## config.mk

```make
export PLATFORM = sky130hd
export DESIGN_NAME = sdi_xcvr_reconfig_arbiter
export DESIGN_NICKNAME = d
export VERILOG_FILES = /design/src/rtl/sdi_xcvr_reconfig_pkg.sv /design/src/rtl/sdi_xcvr_reconfig_arbiter.sv
export SDC_FILE = /design/constraint.sdc
export NUM_CORES = 1
export LEC_CHECK = 0
export CORE_ASPECT_RATIO = 0.5
export CORE_MARGIN = 4
export CORE_UTILIZATION = 42
export CTS_CLUSTER_DIAMETER = 150
export DETAILED_ROUTE_END_ITERATION = 8
export GPL_TIMING_DRIVEN = 0
export PLACE_DENSITY = 0.79
export SYNTH_ARGS = -nofsm -noshare
export SYNTH_HDL_FRONTEND = slang
export SYNTH_SLANG_ARGS = --single-unit
```

## constraint.sdc

```tcl
create_clock -name clock -period 2.2 [get_ports clock]
set_input_delay 0.55 -clock clock [delete_from_list [all_inputs] [get_ports clock]]
set_output_delay 0.55 -clock clock [all_outputs]
set_load 0.05 [all_outputs]
```

## src/rtl/sdi_xcvr_reconfig_pkg.sv

```systemverilog
// Shared types and helpers for the SDI transceiver reconfig arbiter.
// Holds the FSM state encoding, grant ids and the RMW byte merge.
package sdi_xcvr_reconfig_pkg;

  typedef enum logic [2:0] {
    ST_IDLE   = 3'd0,
    ST_RD     = 3'd1,
    ST_WR     = 3'd2,
    ST_RMW_RD = 3'd3,
    ST_RMW_WR = 3'd4,
    ST_DONE   = 3'd5,
    ST_RDV    = 3'd6
  } state_e;

  localparam logic GNT_A = 1'b0;
  localparam logic GNT_B = 1'b1;

  // Byte lanes with their enable set take the new data, the rest keep the old word.
  function automatic logic [31:0] merge_bytes(input logic [3:0]  be,
                                              input logic [31:0] wdata,
                                              input logic [31:0] rdata);
    logic [31:0] merged;
    merged = rdata;
    for (int i = 0; i < 4; i++) begin
      if (be[i]) begin
        merged[8*i +: 8] = wdata[8*i +: 8];
      end else begin
        merged[8*i +: 8] = rdata[8*i +: 8];
      end
    end
    return merged;
  endfunction

endpackage

```

## src/rtl/sdi_xcvr_reconfig_arbiter.sv

```systemverilog
// Round-robin arbiter between the PMA configurator (A) and a host master (B)
// onto the word-addressed reconfig mgmt slave, with RMW for partial writes.
module sdi_xcvr_reconfig_arbiter
  import sdi_xcvr_reconfig_pkg::*;
#(
  parameter int          ADDR_W  = 7,
  parameter int          TIMEOUT = 1023,
  parameter logic [31:0] TO_DATA = 32'hDEAD_BEEF
) (
  input  logic              clock,
  input  logic              reset_n,
  input  logic              a_write_n,
  input  logic              a_read_n,
  input  logic [31:0]       a_address,
  input  logic [3:0]        a_byteenable,
  input  logic [31:0]       a_writedata,
  output logic [31:0]       a_readdata,
  output logic              a_readdatavalid,
  output logic              a_waitrequest,
  input  logic              b_read,
  input  logic              b_write,
  input  logic [ADDR_W-1:0] b_address,
  input  logic [31:0]       b_writedata,
  output logic [31:0]       b_readdata,
  output logic              b_waitrequest,
  output logic              r_read,
  output logic              r_write,
  output logic [ADDR_W-1:0] r_address,
  output logic [31:0]       r_writedata,
  input  logic [31:0]       r_readdata,
  input  logic              r_waitrequest,
  input  logic              timeout_clr,
  output logic              timeout_err,
  output logic              busy
);

  localparam int CNT_W = $clog2(TIMEOUT + 1);

  state_e              state_q, state_d;
  logic                gnt_q, gnt_d;
  logic                last_q, last_d;
  logic                op_rd_q, op_rd_d;
  logic [3:0]          be_q, be_d;
  logic [31:0]         wdata_q, wdata_d;
  logic [ADDR_W-1:0]   addr_q, addr_d;
  logic [CNT_W-1:0]    cnt_q, cnt_d;
  logic [31:0]         a_rdata_q, a_rdata_d;
  logic [31:0]         b_rdata_q, b_rdata_d;
  logic                terr_q, terr_d;
  logic                r_read_q, r_write_q, a_wait_q, b_wait_q, a_rdv_q, busy_q;
  logic                req_a_s, req_b_s, to_set_s;
  logic                unused_addr_s;

  assign req_a_s       = !a_read_n || !a_write_n;
  assign req_b_s       = b_read || b_write;
  assign unused_addr_s = ^{a_address[31:ADDR_W+2], a_address[1:0]};

  // Next-state, grant latching, downstream completion and timeout handling.
  always_comb begin
    state_d   = state_q;
    gnt_d     = gnt_q;
    last_d    = last_q;
    op_rd_d   = op_rd_q;
    be_d      = be_q;
    wdata_d   = wdata_q;
    addr_d    = addr_q;
    cnt_d     = cnt_q;
    a_rdata_d = a_rdata_q;
    b_rdata_d = b_rdata_q;
    to_set_s  = 1'b0;
    case (state_q)
      ST_IDLE: begin
        if (req_a_s || req_b_s) begin
          gnt_d  = (req_a_s && (!req_b_s || last_q == GNT_B)) ? GNT_A : GNT_B;
          last_d = gnt_d;
          cnt_d  = '0;
          if (gnt_d == GNT_A) begin
            op_rd_d = !a_read_n;
            addr_d  = a_address[ADDR_W+1:2];
            wdata_d = a_writedata;
            be_d    = a_byteenable;
          end else begin
            op_rd_d = b_read;
            addr_d  = b_address;
            wdata_d = b_writedata;
            be_d    = 4'hF;
          end
          if (op_rd_d) begin
            state_d = ST_RD;
          end else if (be_d == 4'hF) begin
            state_d = ST_WR;
          end else begin
            state_d = ST_RMW_RD;
          end
        end else begin
          state_d = ST_IDLE;
        end
      end
      ST_RD, ST_WR, ST_RMW_RD, ST_RMW_WR: begin
        if (!r_waitrequest) begin
          cnt_d = '0;
          case (state_q)
            ST_RD: begin
              if (gnt_q == GNT_A) begin
                a_rdata_d = r_readdata;
              end else begin
                b_rdata_d = r_readdata;
              end
              state_d = ST_DONE;
            end
            ST_RMW_RD: begin
              wdata_d = merge_bytes(be_q, wdata_q, r_readdata);
              state_d = ST_RMW_WR;
            end
            default: state_d = ST_DONE;
          endcase
        end else if (cnt_q == CNT_W'(TIMEOUT - 1)) begin
          // Abort: drop the strobe, skip any pending RMW write phase.
          to_set_s = 1'b1;
          cnt_d    = '0;
          state_d  = ST_DONE;
          if (gnt_q == GNT_A) begin
            a_rdata_d = TO_DATA;
          end else begin
            b_rdata_d = TO_DATA;
          end
        end else begin
          cnt_d = cnt_q + CNT_W'(1);
        end
      end
      ST_DONE: begin
        if (gnt_q == GNT_A && op_rd_q) begin
          state_d = ST_RDV;
        end else begin
          state_d = ST_IDLE;
        end
      end
      ST_RDV:  state_d = ST_IDLE;
      default: state_d = ST_IDLE;
    endcase
    if (to_set_s) begin
      terr_d = 1'b1;
    end else if (timeout_clr) begin
      terr_d = 1'b0;
    end else begin
      terr_d = terr_q;
    end
  end

  // State, latched request and registered outputs decoded from the next state.
  always_ff @(posedge clock or negedge reset_n) begin
    if (!reset_n) begin
      state_q   <= ST_IDLE;
      gnt_q     <= GNT_B;
      last_q    <= GNT_B;
      op_rd_q   <= 1'b0;
      be_q      <= 4'h0;
      wdata_q   <= 32'h0;
      addr_q    <= '0;
      cnt_q     <= '0;
      a_rdata_q <= 32'h0;
      b_rdata_q <= 32'h0;
      terr_q    <= 1'b0;
      r_read_q  <= 1'b0;
      r_write_q <= 1'b0;
      a_wait_q  <= 1'b1;
      b_wait_q  <= 1'b1;
      a_rdv_q   <= 1'b0;
      busy_q    <= 1'b0;
    end else begin
      state_q   <= state_d;
      gnt_q     <= gnt_d;
      last_q    <= last_d;
      op_rd_q   <= op_rd_d;
      be_q      <= be_d;
      wdata_q   <= wdata_d;
      addr_q    <= addr_d;
      cnt_q     <= cnt_d;
      a_rdata_q <= a_rdata_d;
      b_rdata_q <= b_rdata_d;
      terr_q    <= terr_d;
      r_read_q  <= (state_d == ST_RD) || (state_d == ST_RMW_RD);
      r_write_q <= (state_d == ST_WR) || (state_d == ST_RMW_WR);
      a_wait_q  <= !((state_d == ST_DONE) && (gnt_d == GNT_A));
      b_wait_q  <= !((state_d == ST_DONE) && (gnt_d == GNT_B));
      a_rdv_q   <= (state_d == ST_RDV);
      busy_q    <= (state_d != ST_IDLE);
    end
  end

  assign a_readdata      = a_rdata_q;
  assign a_readdatavalid = a_rdv_q;
  assign a_waitrequest   = a_wait_q;
  assign b_readdata      = b_rdata_q;
  assign b_waitrequest   = b_wait_q;
  assign r_read          = r_read_q;
  assign r_write         = r_write_q;
  assign r_address       = addr_q;
  assign r_writedata     = wdata_q;
  assign timeout_err     = terr_q;
  assign busy            = busy_q;

endmodule

```

==> results of run 1 <==
==> state kept, by name, summed over array words and instances, names as in the netlist, 3 cells and up <==
register and flops:
a_readdata 32, b_readdata 32, r_writedata 32, cnt_q 10
r_address 7, be_q 4, state_q 3
==> worst paths after layout <==
check / from / cells after the start / endpoint
worst max register to register: cnt_q[0] / 10 / b_readdata[3]
min in group clock: r_writedata[25] / 1 / r_writedata[25]
worst min register to register: r_writedata[25] / 1 / r_writedata[25]
worst max-delay path: a_readdata[20] / 1 / a_readdata[20]
max in group asynchronous: reset_n / 2 / r_writedata[31]
worst min-delay path: reset_n / 1 / cnt_q[3]
==> kinds of logic (layout without fill, tap and decap cells) <==
logic type      after synthesis  count (layout)  share of synthesized area
simple gates                112             112                     0.0917
mux                          40              40                     0.0686
flops                       130             130                      0.556
fa+ha+maj                     2               2                    0.00427
buf+inv                      40             308                     0.0400
compound gates              178             178                      0.239
==> placed cells by master, fill, tap and decap left out, types with 8 or more instances in the layout <==
cell type        count
clkdlybuf4s50_1    218
mux2i_1             39
a21o_1              33
dlymetal6s2s_1       9
a211oi_1            32
clkbuf_16           17
buf_2               11
clkbuf_1             8
a21oi_1             15
a22o_1              17
nand2_1             15
nor2_1              54
dfrtp_1            124
o22a_1              52
==> metal layers <==
layer,up-vias,wire length [µm],GRT usage
met1,2641,7990,0.301
met4,0,589,0.0908
li1,2396,-,-
met2,182,10200,0.398
met3,42,1020,0.0524
met5,-,0,0
==> cell type report <==
cell class	count	share of cell area
multi-input combinational	332	0.267
inverter	5	0.00205
buffer	34	0.0247
clock buffer	18	0.0469
sequential	130	0.356
tap	192	0.0262
timing repair buffer	237	0.263
clock inverter	14	0.0145
==> power groups by stage <==
stage / sequential [mW] / combinational (mW) / clock (mW)
floorplan: 7.21 / 2.76 / 0
global placement: 4.03 / 8.93 / 0
detailed placement: 4.07 / 9.09 / 0
CTS: 4.05 / 9.16 / 2.71
global route: 4.20 / 9.72 / 2.82
finish: 4.08 / 9.33 / 2.68
==> what timing repair did <==
item                                    CTS  global route
resized for setup                        11            28
pin swaps                                 0             2
endpoints found under the setup margin   83            88
setup buffers                             0             5
==> results.toml, run 1 <==
[cells_and_area]
nets = 906
seq_area_um2 = 3260
fin_util = 0.674
fin_cells = 962
fill_cells = 1032
multi_input_area_um2 = 2440
synthToLayoutAreaGrowth_pct = 56.4
design_area_um2 = 9160
n_antenna_cell = 0
drive_gt1_frac = 0.116

[critical_path]
crit_required_ps = 1650
max_stage_delay_ps = 850
end_kind = "primary output"
r2r_setup_slack_ps = 30
cp.arrival_ps = 1630
crit_family = "buffers and inverters"
crit_chain = "clkdlybuf4s50_1"
crit_type = "reg -> out"
worstPathBufferInverterCount = 1
path_max_fanout = 2
worstSetupStartpointType = "flop"
cp_slowest_cell = "clkdlybuf4s50_1"

[flow_run]
cap_viol_max_count = 0

[cts]
clock_latency_ps = 420
clkSlewWorstSetupHoldPaths_ps = 60
cts_max_level = 4
cts_tree = "done"
clock_path_buffers = 2
cts_sinks = 130
cts_root_buffer = "clkbuf_16"
cts_inserted_buffers = 17
cts-hold-fix-buffers = 0

[sta]
tightest_slew_ps = 890
setup_viol = 0
fin_tns_setup_ps = 0
finClkSkew_ps = 9.00
fin_crit_sh = 0.989
clock.fmax_mhz = 459
hold_viol = 0
min_period_ps = 2180
finalMaxSlewViolations = 0
setup_slack_ps = 23.6
hold_slack_ps = 18.3
relSlewSlack = 0.401

[floorplan]
die_y_um = 91.5
die_w_um = 175
io_pins = 257
std_cell_rows = 30
dieArea_um2 = 16000
core_um2 = 13600
initial_core_util = 0.431

[synthesis]
syn_area_um2 = 5860
synth-edff-count = 0
synth_top_flop_cell = "dfrtp_1"
syn_avg_cell_area_um2 = 11.7
ys_types = 54
ys_top_cells_by_area = "dfrtp_1 (54%), o22a_1 (7.8%), mux2i_1 (6.7%)"
synth.top_cell.area_share = 0.538
synthTopCellsByCount = "dfrtp_1 (126), nor2_1 (54), o22a_1 (52)"
ys_ff_latch = 130
yosysMostFrequentCell = "dfrtp_1"
postSynth.asyncResetShare = 1.00
synth_nets = 651
synth_top_area_cell = "dfrtp_1"
yosysWarnings = 0
ys_seq_area_frac = 0.556
syn_inst = 502

[power_and_ir_drop]
internal-power_mw = 8.37
switching_share = 0.480
power_density_nw_per_um2 = 1760
cellLeakagePower_nw = 4.02
irDropWorstVdd_uv = 991
seqPwrFrac = 0.253
pwr-share-comb = 0.580
clkPwrFrac = 0.167
total_power_mw = 16.1
p_sw_mw = 7.72

[global_routing]
grt_overflow = 0
grt_max_degree = 98
antenna_found_initial = 0
grtUsageTotal = 0.237
grt_pass1_wl_mm = 29.4
grt_pass1_vias = 5207

[route]
ant_nets = 0
dr.pass1.iters = 5
vias_per_cell = 5.47
routedWlPerCell_um = 20.6
drt_wl_total_mm = 19.8
drc = 0
drt-initial-drc-count = 407
via_count = 5261

[placement]
dp_hpwl_mm = 14.4
port_buffers = 231
gp_congestion = 0.850
dp_cells = 926
dp_slack_ps = -647
place_area_um2 = 8440

[min_path]
hp-class = "in -> async"

[run_status]
status = "completed"
Power figures use the tool's default switching activity.
==> run 2, diff against run 1 <==
- CORE_MARGIN: 4 -> 2
- GPL_TIMING_DRIVEN: 0 -> not set
==> run 2 against run 1 <==
  * Clock skew up 2.6 ps
  * Count of clock-buffer cells in the layout up 3
  * Worst hold slack better by 77 ps
  * Die area down 6.6%
  * Worst setup slack better by 17 ps
  * Clock power up 10%
  * Maximum frequency up 0.78%
  * First-iteration DRC count down 32%
  * Utilization up 0.43 points
  * Sequential share of layout area down 0.25 points
  * Via count down 3.3%
  * Wire length down 9.3%
  * Largest power group unchanged
==> results.toml, run 2 (synthesis results as in run 1) <==
[run_status]
status = "completed"

[critical_path]
path_max_fanout = 2
worstPathBufferInverterCount = 1
crit_chain = "clkdlybuf4s50_1"
r2r_setup_slack_ps = 190
max_stage_delay_ps = 830
reg2reg_depth = 6
crit_family = "buffers and inverters"
end_kind = "primary output"
cp_slowest_cell = "clkdlybuf4s50_1"
r2r_start = "state_q[1]"
crit_type = "reg -> out"
cp.depth = 1
crit_required_ps = 1650
worstSetupStartpointType = "flop"
cp.arrival_ps = 1610
worstReg2RegEnd = "r_writedata[23]"

[power_and_ir_drop]
switching_share = 0.460
pwr-share-comb = 0.565
total_power_mw = 16.2
cellLeakagePower_nw = 4.01
irDropWorstVdd_uv = 993
clkPwrFrac = 0.182
internal-power_mw = 8.76
seqPwrFrac = 0.253
power_density_nw_per_um2 = 1760
p_sw_mw = 7.46

[global_routing]
grt_pass1_wl_mm = 27.6
grt_pass1_vias = 5190
antenna_found_initial = 0
grtUsageTotal = 0.244
grt_overflow = 0
grt_max_degree = 58

[placement]
dp_cells = 925
dp_hpwl_mm = 13.0
port_buffers = 231
dp_slack_ps = -156
gp_congestion = 0.866

[floorplan]
dieArea_um2 = 15000
std_cell_rows = 30
io_pins = 257
initial_core_util = 0.431
core_um2 = 13600
die_y_um = 87.5
die_w_um = 171

[cts]
cts-hold-fix-buffers = 0
cts_max_level = 4
cts_sinks = 130
cts_tree = "done"
clkSlewWorstSetupHoldPaths_ps = 70
cts_root_buffer = "clkbuf_16"
clock_path_buffers = 2
clock_latency_ps = 410
cts_inserted_buffers = 17

[sta]
tightest_slew_ps = 565
relSlewSlack = 0.622
min_period_ps = 2160
rsz0062_at_grt = "false"
hold_viol = 0
clock.fmax_mhz = 463
setup_slack_ps = 40.5
fin_crit_sh = 0.982
setup_viol = 0
finClkSkew_ps = 11.6
finalMaxSlewViolations = 0

[route]
via_count = 5089
ant_nets = 0
drc = 0
vias_per_cell = 5.31
drt-initial-drc-count = 277
routedWlPerCell_um = 18.7
dr.pass1.iters = 6
drt_wl_total_mm = 17.9

[cells_and_area]
drive_gt1_frac = 0.108
nets = 902
multi_input_area_um2 = 2380
fin_cells = 958
mostFrequentLayoutCell = "clkdlybuf4s50_1"
synthToLayoutAreaGrowth_pct = 57.4
seq_area_um2 = 3260
fin_util = 0.678
fill_cells = 1059
n_antenna_cell = 0
layout_common_cells = "clkdlybuf4s50_1 (225), dfrtp_1 (126), nor2_1 (54)"

[min_path]
hp-class = "in -> async"

[flow_run]
cap_viol_max_count = 0
run 2: cell count changes in the layout (fill, tap and decap cells not counted), moves of 5 or more:
cell             before  now
dlymetal6s2s_1        9    3
clkbuf_1              8    2
buf_2                11    0
buf_12                1   10
clkdlybuf4s50_1     218  225
buf_4                 5   29
clkbuf_2              5    0
run 2: worst max path at each step:
| stage | start | end | slack (ps) |
|---|---|---|---|
| 2_1_floorplan | b_write | r_writedata[0] | 280 |
| 3_3_place_gp | b_write | r_writedata[30] | -70 |
| 3_5_place_dp | b_read | r_writedata[27] | -160 |
| 4_1_cts | r_writedata[18] | r_writedata[18] | 20 |
| 5_1_grt | b_readdata[1] | b_readdata[1] | 4 |
| 6_report | b_readdata[28] | b_readdata[28] | 40 |
run 2: power groups by stage:
stage	logic (mW)	registers (mW)	clock network [mW]
6_report	9.17	4.10	2.95
5_1_grt	9.63	4.21	3.11
4_1_cts	9.20	4.09	2.99
3_5_place_dp	9.17	4.11	0
3_3_place_gp	9.03	4.07	0
2_1_floorplan	2.76	7.21	0
run 2: stage by stage:
stage	setup TNS, ps	cell area [µm²]	hold slack (ps)
after floorplan	0	5860	254
after global placement	-1100	8590	459
after detailed placement	-7650	8590	465
after CTS	0	9200	103
after global routing	0	9220	116
final	0	9220	94.9
run 2: layout make-up:
type	instances	share of cell area
sequential	130	0.353
timing repair buffer	267	0.294
multi-input combinational	332	0.258
clock buffer	21	0.0500
tap	192	0.0261
clock inverter	11	0.0168
inverter	5	0.00204
run 2: per-layer routing:
metal	global-route usage	wire, µm	vias up
met2	0.418	9050	128
met3	0.0622	769	35
met5	0	0	-
met1	0.300	7670	2546
met4	0.0932	446	0
li1	-	-	2380
run 2: what timing repair did:
action / 4_1_cts / 5_1_grt
gates resized for setup: 0 / 3
setup buffers: 0 / 1
endpoints found under the setup margin: 0 / 24
==> run 3, diff against run 2 <==
- CORE_MARGIN: 2 -> not set
- PLACE_DENSITY: 0.79 -> 0.88
==> run 3 against run 2 <==
  * Flip-flop and latch count is the same
  * Count of clock-buffer cells in the layout down 2
  * Clock power grew 2%
  * Utilization fell by 0.52 points
  * Worst setup slack worse by 30 ps
  * Critical path type unchanged
  * Combinational power shrank 0.9%
  * Critical endpoint is now a_readdata[22]
  * Largest cell class unchanged
  * Critical path depth is the same
  * Via count increased by 3.2%
  * First-iteration DRC count is 48% higher
==> results.toml, run 3 (synthesis results as in run 1) <==
[sta]
relSlewSlack = 0.609
hold_viol = 0
finClkSkew_ps = 9.69
setup_slack_ps = 10.8
finalMaxSlewViolations = 0
tightest_slew_ps = 586
setup_viol = 0
fin_crit_sh = 0.995
min_period_ps = 2190
clock.fmax_mhz = 457
fin_tns_setup_ps = 0

[cells_and_area]
n_antenna_cell = 0
mostFrequentLayoutCell = "clkdlybuf4s50_1"
fin_cells = 954
fill_cells = 1035
fin_util = 0.673
synthToLayoutAreaGrowth_pct = 56.2
nets = 898
layout_common_cells = "clkdlybuf4s50_1 (226), dfrtp_1 (126), nor2_1 (54)"
drive_gt1_frac = 0.105

[global_routing]
grt_pass1_vias = 5403
grt_overflow = 0
grtUsageTotal = 0.269
grt_pass1_wl_mm = 29.5
antenna_found_initial = 0
grt_max_degree = 58

[critical_path]
worstSetupStartpointType = "flop"
crit_type = "reg -> out"
worstPathBufferInverterCount = 1
cp.arrival_ps = 1640
reg2reg_depth = 7
crit_family = "buffers and inverters"
crit_required_ps = 1650
cp_slowest_cell = "clkdlybuf4s50_1"
cp.depth = 1
end_kind = "primary output"
path_max_fanout = 2
max_stage_delay_ps = 850
crit_chain = "clkdlybuf4s50_1"

[cts]
cts_tree = "done"
cts-hold-fix-buffers = 0
cts_inserted_buffers = 17
cts_resized = 0
cts_sinks = 130
cts_max_level = 4
cts_root_buffer = "clkbuf_16"
clock_path_buffers = 2
post_cts_buffers = 0
clkSlewWorstSetupHoldPaths_ps = 60
clock_latency_ps = 410

[power_and_ir_drop]
pwr-share-comb = 0.560
total_power_mw = 16.2
power_density_nw_per_um2 = 1770
clkPwrFrac = 0.185
switching_share = 0.462
internal-power_mw = 8.73
cellLeakagePower_nw = 3.99
seqPwrFrac = 0.255
irDropWorstVdd_uv = 934
p_sw_mw = 7.50

[route]
drt_wl_total_mm = 18.8
drc = 0
dr.pass1.iters = 5
ant_nets = 0
routedWlPerCell_um = 19.7
via_count = 5251
drt-initial-drc-count = 410
vias_per_cell = 5.50

[floorplan]
std_cell_rows = 30
die_y_um = 85.5
dieArea_um2 = 14400
die_w_um = 169
core_um2 = 13600
io_pins = 257
initial_core_util = 0.431

[placement]
gp_congestion = 0.849
port_buffers = 231
dp_hpwl_mm = 13.4
dp_cells = 922
dp_slack_ps = -143

[run_status]
status = "completed"

[min_path]
hp-class = "in -> async"

[flow_run]
cap_viol_max_count = 0
==> run 3: cell count changes in the layout (fill, tap and decap cells not counted) <==
cell / previous run / this run
clkdlybuf4s50_1: 225 / 226
clkbuf_8: 2 / 1
clkinv_2: 0 / 3
clkbuf_1: 2 / 1
clkinvlp_4: 4 / 2
buf_12: 10 / 6
dlymetal6s2s_1: 3 / 2
bufinv_16: 3 / 4
==> run 3: per-layer routing <==
layer	track usage	routed length (µm)
met5	0	0
met4	0.114	703
met3	0.0457	730
met2	0.481	9730
met1	0.325	7600
==> run 3: area by class of cell <==
| cell class | instances | area [µm²] | area share |
|---|---|---|---|
| Clock buffer | 19 | 443 | 0.0484 |
| Sequential cell | 130 | 3260 | 0.356 |
| Multi-Input combinational cell | 332 | 2380 | 0.260 |
| Timing Repair Buffer | 263 | 2630 | 0.287 |
| Inverter | 5 | 18.8 | 0.00205 |
| Clock inverter | 13 | 185 | 0.0202 |
| Tap cell | 192 | 240 | 0.0263 |
==> run 3: power by group through the flow <==
| stage | clock (mW) | combinational (mW) | sequential (mW) |
|---|---|---|---|
| after floorplan | 0 | 2.76 | 7.21 |
| after global placement | 0 | 8.83 | 4.08 |
| after detailed placement | 0 | 9.03 | 4.14 |
| after CTS | 3.03 | 9.11 | 4.13 |
| after global routing | 3.15 | 9.50 | 4.26 |
| final | 3.00 | 9.09 | 4.14 |
==> run 3: final timing paths <==
kind	slack, ps	start	end
min reg2reg	470	r_writedata[2]	r_writedata[2]
min in group clock	470	r_writedata[2]	r_writedata[2]
max in group asynchronous	1420	reset_n	a_readdata[16]
max	10	a_readdata[22]	a_readdata[22]
min	110	reset_n	cnt_q[1]
max reg2reg	160	cnt_q[0]	busy
==> run 3: worst register-to-register path, cell delays in order, from the launching register on <==
cell	delay (ps)
dfrtp_1	380
inv_1	70
ha_1	200
nand2_1	110
o41ai_4	400
buf_4	210
o32a_1	180
or3b_1	380
==> run 3: stage by stage <==
stage | hold WS, ps | area (µm²)
6_report | 108 | 9150
5_1_grt | 132 | 9150
4_1_cts | 122 | 9140
3_5_place_dp | 465 | 8510
3_3_place_gp | 460 | 8510
2_1_floorplan | 254 | 5860
